File: src/rtl/mp_regfile_if.sv
// mp_regfile bus: read ports, two write ports, scoreboard set
// and the ready flag; master drives, slave is the register file.
interface mp_regfile_if #(
  parameter int DATA_W = 32,
  parameter int AW     = 5,
  parameter int NREAD  = 3
);
  logic [NREAD*AW-1:0]     raddr;
  logic [NREAD*DATA_W-1:0] rdata;
  logic [NREAD-1:0]        rbusy;
  logic                    we0;
  logic                    we1;
  logic [AW-1:0]           waddr0;
  logic [AW-1:0]           waddr1;
  logic [DATA_W-1:0]       wdata0;
  logic [DATA_W-1:0]       wdata1;
  logic                    set_busy;
  logic [AW-1:0]           busy_addr;
  logic                    ready;

  modport master (
    output raddr, we0, we1, waddr0, waddr1,
    output wdata0, wdata1, set_busy, busy_addr,
    input  rdata, rbusy, ready
  );

  modport slave (
    input  raddr, we0, we1, waddr0, waddr1,
    input  wdata0, wdata1, set_busy, busy_addr,
    output rdata, rbusy, ready
  );
endinterface

File: src/rtl/mp_regfile.sv
// Multi-read, dual-write register file with busy scoreboard and
// post-reset clear sweep; MP_REGFILE_BYPASS_EN enables forwarding.
module mp_regfile #(
  parameter int DATA_W = 32,
  parameter int AW     = 5,
  parameter int NREAD  = 3
) (
  input logic         CLK,
  input logic         RST,
  mp_regfile_if.slave bus
);
  localparam int NREG = 2**AW;

  typedef enum logic {
    S_CLEAR,
    S_RUN
  } state_t;

  state_t            r_state;
  state_t            w_state_nxt;
  logic [AW-1:0]     r_cnt;
  logic              w_ready;
  logic              w_clr;
  logic [DATA_W-1:0] r_mem [NREG];
  logic [NREG-1:0]   r_busy;
  logic              w_we0;
  logic              w_we1;
  logic              w_set;

  always_ff @(posedge CLK) begin
    if (RST) begin
      r_state <= S_CLEAR;
      r_cnt   <= '0;
    end else begin
      r_state <= w_state_nxt;
      if (w_clr) r_cnt <= r_cnt + AW'(1);
    end
  end

  always_comb begin
    w_state_nxt = r_state;
    unique case (r_state)
      S_CLEAR:
        if (r_cnt == AW'(NREG - 1))
          w_state_nxt = S_RUN;
      S_RUN:   w_state_nxt = S_RUN;
      default: w_state_nxt = S_CLEAR;
    endcase
  end

  always_comb begin
    w_ready = 1'b0;
    w_clr   = 1'b0;
    unique case (r_state)
      S_CLEAR: w_clr   = 1'b1;
      S_RUN:   w_ready = 1'b1;
      default: w_clr   = 1'b1;
    endcase
  end

  // Register 0 is hardwired, so every write path drops it.
  assign w_we0 = w_ready && !RST && bus.we0
                 && (bus.waddr0 != '0);
  assign w_we1 = w_ready && !RST && bus.we1
                 && (bus.waddr1 != '0);
  assign w_set = w_ready && !RST && bus.set_busy
                 && (bus.busy_addr != '0);

  assign bus.ready = w_ready;

  always_ff @(posedge CLK) begin
    if (w_clr) begin
      r_mem[r_cnt] <= '0;
    end else begin
      if (w_we0) r_mem[bus.waddr0] <= bus.wdata0;
      if (w_we1) r_mem[bus.waddr1] <= bus.wdata1;
    end
  end

  // Set is applied last so a new writer beats a same-cycle writeback.
  always_ff @(posedge CLK) begin
    if (RST) begin
      r_busy <= '0;
    end else begin
      if (w_we0) r_busy[bus.waddr0] <= 1'b0;
      if (w_we1) r_busy[bus.waddr1] <= 1'b0;
      if (w_set) r_busy[bus.busy_addr] <= 1'b1;
    end
  end

  always_comb begin
    bus.rdata = '0;
    bus.rbusy = '0;
    for (int i = 0; i < NREAD; i++) begin
      if (w_ready && (bus.raddr[i*AW +: AW] != '0)) begin
        bus.rdata[i*DATA_W +: DATA_W] =
          r_mem[bus.raddr[i*AW +: AW]];
        bus.rbusy[i] = r_busy[bus.raddr[i*AW +: AW]];
`ifdef MP_REGFILE_BYPASS_EN
        if (w_we1 && (bus.waddr1 == bus.raddr[i*AW +: AW])) begin
          bus.rdata[i*DATA_W +: DATA_W] = bus.wdata1;
          bus.rbusy[i] = w_set
            && (bus.busy_addr == bus.raddr[i*AW +: AW]);
        end else if (w_we0
            && (bus.waddr0 == bus.raddr[i*AW +: AW])) begin
          bus.rdata[i*DATA_W +: DATA_W] = bus.wdata0;
          bus.rbusy[i] = w_set
            && (bus.busy_addr == bus.raddr[i*AW +: AW]);
        end
`endif
      end
    end
  end
endmodule
File: src/flat_wrapper.sv
// flat-port wrapper written by rule: the top's interface ports become plain ports
module mp_regfile_flat 
#(
  parameter int DATA_W = 32,
  parameter int AW     = 5,
  parameter int NREAD  = 3
)
  (CLK, RST, bus_raddr, bus_we0, bus_we1, bus_waddr0, bus_waddr1, bus_wdata0, bus_wdata1, bus_set_busy, bus_busy_addr, bus_rdata, bus_rbusy, bus_ready);
  mp_regfile_if #(.DATA_W(DATA_W), .AW(AW), .NREAD(NREAD)) bus_i ();
  input logic CLK;
  input logic RST;
  input wire logic [$bits(bus_i.raddr)-1:0] bus_raddr;
  input wire logic [$bits(bus_i.we0)-1:0] bus_we0;
  input wire logic [$bits(bus_i.we1)-1:0] bus_we1;
  input wire logic [$bits(bus_i.waddr0)-1:0] bus_waddr0;
  input wire logic [$bits(bus_i.waddr1)-1:0] bus_waddr1;
  input wire logic [$bits(bus_i.wdata0)-1:0] bus_wdata0;
  input wire logic [$bits(bus_i.wdata1)-1:0] bus_wdata1;
  input wire logic [$bits(bus_i.set_busy)-1:0] bus_set_busy;
  input wire logic [$bits(bus_i.busy_addr)-1:0] bus_busy_addr;
  output wire logic [$bits(bus_i.rdata)-1:0] bus_rdata;
  output wire logic [$bits(bus_i.rbusy)-1:0] bus_rbusy;
  output wire logic [$bits(bus_i.ready)-1:0] bus_ready;
  assign bus_i.raddr = bus_raddr;
  assign bus_i.we0 = bus_we0;
  assign bus_i.we1 = bus_we1;
  assign bus_i.waddr0 = bus_waddr0;
  assign bus_i.waddr1 = bus_waddr1;
  assign bus_i.wdata0 = bus_wdata0;
  assign bus_i.wdata1 = bus_wdata1;
  assign bus_i.set_busy = bus_set_busy;
  assign bus_i.busy_addr = bus_busy_addr;
  assign bus_rdata = bus_i.rdata;
  assign bus_rbusy = bus_i.rbusy;
  assign bus_ready = bus_i.ready;
  mp_regfile #(.DATA_W(DATA_W), .AW(AW), .NREAD(NREAD)) u_core (.CLK(CLK), .RST(RST), .bus(bus_i));
endmodule
File: config.mk
export PLATFORM = sky130hd
export DESIGN_NAME = mp_regfile_flat
export DESIGN_NICKNAME = d
export VERILOG_FILES = /design/src/rtl/mp_regfile_if.sv /design/src/rtl/mp_regfile.sv /design/src/flat_wrapper.sv
export SDC_FILE = /design/constraint.sdc
export NUM_CORES = 2
export LEC_CHECK = 0
export CORE_MARGIN = 1.5
export CORE_UTILIZATION = 45
export CTS_BUF_LIST = sky130_fd_sc_hd__clkbuf_16
export DETAILED_ROUTE_END_ITERATION = 8
export PLACE_DENSITY = 0.62
export SYNTH_ARGS = -nofsm -noshare
export SYNTH_HDL_FRONTEND = slang
export SYNTH_SLANG_ARGS = --single-unit
File: constraint.sdc
create_clock -name CLK -period 7.05 [get_ports CLK]
set_input_delay 1.0575 -clock CLK [delete_from_list [all_inputs] [get_ports CLK]]
set_output_delay 1.0575 -clock CLK [all_outputs]
set_load 0.05 [all_outputs]
==> Flow_metrics.wiki <==
{| class="wikitable"
! Metric !! Value
|-
| Remaining number of nets flagged by the antenna check after routing || 0
|-
| Setup violators final || 0
|-
| Post-route setup TNS || 0 ps
|-
| Worst hold path class || reg -> reg
|-
| Kind of capture point of the worst setup path || output port
|-
| Area after detailed placement || 74,700 sq um
|-
| Global-route wire length before repair || 440 mm
|-
| CTS Buffer Depth || 3
|-
| Max IR drop VDD || 0.000201 V
|-
| Most used DFF post-synth || edfxtp_1
|-
| Maximum clock rate || 0.164 GHz
|-
| Final max-slew violation count || 23
|-
| Library cells used by synthesis || 64
|-
| Drc violations || 1
|-
| Number of nets produced by synthesis || 5,812
|-
| Clock-pin slew of the registers on the worst-case setup and hold paths || 60 ps
|-
| Failing checks || design-rule violations, max-capacitance violations, max-slew violations
|-
| Number of antenna violations at the first check in global routing || 33
|-
| Critical Path RT || 5990 ps
|-
| Arr. time, crit path || 5040 ps
|-
| EDFF count, synth || 1,024
|-
| Maximum level of the CTS H-tree || 3
|-
| Number of global-route vias before repair || 55,275
|-
| I/O Pins || 199
|-
| HPWL Detailed || 192 mm
|-
| Std-Cell Rows || 145
|-
| Clk_lat worst skew || 800 ps
|-
| Maximum fanout encountered on the critical timing path || 18
|-
| Horizontal die dimension || 399 um
|-
| Die span in y || 399 um
|-
| Iteration-0 DRC Markers || 10,659
|-
| Number of maximum-capacitance violations || 1
|-
| Area of the mapped netlist || 70,500 sq um
|-
| Number of port buffers || 198
|-
| Clock tree skew after final layout || 37.6 ps
|-
| Max-slew headroom at the worst pin || -2.54%
|-
| Internal power component || 11.1 mW
|-
| Switching power share of the total || 25.5%
|-
| Setup repair after global routing missed its margin || false
|-
| Post-synthesis async set-or-reset flop share || 0%
|-
| Share of synthesized area occupied by flip-flops and latches || 44.7%
|-
| Hold WS || 516 ps
|-
| Number of buffers added for setup after CTS || 0
|-
| First drt pass iteration count || 9
|-
| Period minus WS final || 6100 ps
|-
| Total routing usage reported by global routing || 40.0%
|-
| Overflow left after global routing || 0
|-
| DR vias/cell || 7.56
|-
| Final non-filler cell area || 78,700 sq um
|-
| Sequential cell fraction of total power || 46.5%
|-
| Most common cell after layout, fill and taps aside || edfxtp_1
|-
| Post-CTS resize count || 0
|-
| Syn avg cell area || 12.3 sq um
|-
| Full die area || 159,000 sq um
|-
| Yosys warning count || 0
|-
| Area of the core || 156,000 sq um
|-
| Post-Layout Cell Count || 7,715
|-
| Num Clock Sinks || 1,062
|-
| Switching power summed over all nets || 3.81 mW
|-
| Routability cong. || 0.990
|-
| Fraction of final layout cells with drive strength greater than 1 || 25.7%
|-
| Part of the power in the clock network || 44.2%
|-
| Yosys reg bits || 1,062
|-
| Final nets || 5,635
|-
| Power density normalized to cell area || 190 nW/um^2
|-
| Commonest cells after routing, fill and taps aside || edfxtp_1 (1,024), mux2i_1 (807), mux2_2 (535)
|-
| Clock Root Buffer || clkbuf_16
|-
| WL final || 326 mm
|-
| DP Cell Count || 7,469
|-
| TritonCTS clock tree || yes
|-
| Hold Violations, Final || 0
|-
| Wire per inst || 42.2 um
|-
| Hold bufs inserted after CTS || 0
|-
| Vias || 58,301
|-
| Clock buffers created by TritonCTS || 121
|-
| Static Leak || 27.1 nW
|-
| Maximum number of pins on one net before global-route repair || 89
|-
| Outcome || finished with violations
|-
| Layout area overhead || 11.7%
|-
| Setup crit start kind || flop
|-
| Kind of critical path || reg -> out
|-
| Final worst path period share || 86.5%
|-
| Portion of total power attributed to combinational logic || 9.3%
|-
| Initial cell density of the core || 45.2%
|-
| Actual transition at the worst max-transition pin || 1530 ps
|-
| Instance count of the mapped netlist || 5,711
|}
routing by layer:
layer,wire [um],GRT usage [%]
met1,113000,50.1
met2,137000,57.4
met3,49800,14.3
met4,25500,27.6
met5,574,0.999
path summary, 6_finish.rpt:
| check | endpoint | slack, ps | start | cells past startpoint |
|---|---|---|---|---|
| setup / recovery | bus_rdata[89] | 950 | u_core.r_state | 6 |
| setup reg to reg | u_core.r_mem[4][4] | 2310 | u_core.r_state | 7 |
| hold reg to reg | u_core.r_busy[0] | 520 | u_core.r_busy[0] | 1 |
| hold / removal | u_core.r_busy[0] | 520 | u_core.r_busy[0] | 1 |
metrics by stage:
stage | setup slack [ps] | power [mW] | utilization [%]
after CTS | 1190 | 14.8 | 50.5
after global routing | 1090 | 15.1 | 50.5
final | 948 | 14.9 | 50.5
after floorplan | 2000 | 7.86 | -
after global placement | 1290 | 8.39 | 47.9
after detailed placement | 1190 | 8.40 | 47.9
logic make-up (layout without fill, tap and decap cells):
| kind of cell | Yosys count | after routing | share of synthesized area, % |
|---|---|---|---|
| multiplexers | 1837 | 1837 | 34.2 |
| AO/OA/AOI/OAI | 1062 | 1062 | 9.76 |
| flip-flops | 1062 | 1062 | 44.7 |
| AND/OR/NAND/NOR | 1000 | 1000 | 6.80 |
| buffers and inverters | 746 | 671 | 4.51 |
| adder cells (fa/ha/maj) | 2 | 2 | 0.0355 |
| XOR/XNOR | 2 | 2 | 0.0249 |
| other | 0 | 21 | 0 |
flip-flops by register name (all words and copies together) (netlist names):
register        flops
u_core.r_busy      32
u_core.r_mem     1024
u_core.r_state      1
u_core.r_cnt        5
power by group through the flow:
stage | Sequential (mW) | Combinational [mW] | Clock [mW]
final | 6.95 | 1.39 | 6.60
after global routing | 6.95 | 1.38 | 6.79
after CTS | 6.94 | 1.33 | 6.57
after detailed placement | 7.08 | 1.33 | 0
after global placement | 7.07 | 1.32 | 0
after floorplan | 7.06 | 0.799 | 0
Yosys cell counts, types with 3 or more instances:
cell | n | share of area (%)
a21oi_1 | 64 | 0.45
a22o_1 | 74 | 0.92
a22oi_1 | 394 | 4.2
a31oi_1 | 74 | 0.66
and2_1 | 11 | 0.098
and3_1 | 31 | 0.28
and4b_1 | 5 | 0.071
buf_1 | 28 | 0.15
buf_2 | 261 | 1.9
buf_4 | 14 | 0.15
clkbuf_1 | 403 | 2.1
dfxtp_1 | 38 | 1.1
edfxtp_1 | 1024 | 44
inv_1 | 39 | 0.21
mux2_1 | 105 | 1.7
mux2_2 | 535 | 8.5
mux2i_1 | 807 | 11
mux4_2 | 390 | 12
nand2_1 | 496 | 2.6
nand2b_1 | 7 | 0.062
nand3_1 | 223 | 1.6
nand3_2 | 14 | 0.20
nand3b_1 | 3 | 0.032
nand4_1 | 103 | 0.91
nor2_1 | 36 | 0.19
nor2b_1 | 24 | 0.21
nor3_1 | 10 | 0.071
nor3b_1 | 3 | 0.032
nor4bb_1 | 3 | 0.043
o2111ai_1 | 18 | 0.22
o211ai_1 | 11 | 0.12
o21ai_0 | 390 | 2.8
o21bai_1 | 10 | 0.11
o22ai_1 | 8 | 0.071
o31a_1 | 6 | 0.075
or2_1 | 3 | 0.027
or3_1 | 5 | 0.044
or4_1 | 5 | 0.053
cell type report:
type                            count  area, sq um
Antenna cell                       21         52.6
Clock buffer                      123         3080
Clock inverter                    102          951
Fill cell                       13337        77100
Inverter                           40          150
Multi-Input combinational cell   3903        36600
Sequential cell                  1062        31500
Tap cell                         2058         2570
Timing Repair Buffer              406         3810
critical path, stage by stage (launching register included):
cell             delay (ps)
dfxtp_2                 780
nor3b_4                 950
and2_2                  790
buf_4                   390
nand2_1                  90
nand4_1                 270
clkdlybuf4s50_1         900
Note: power is estimated with default switching activity, not from simulation.
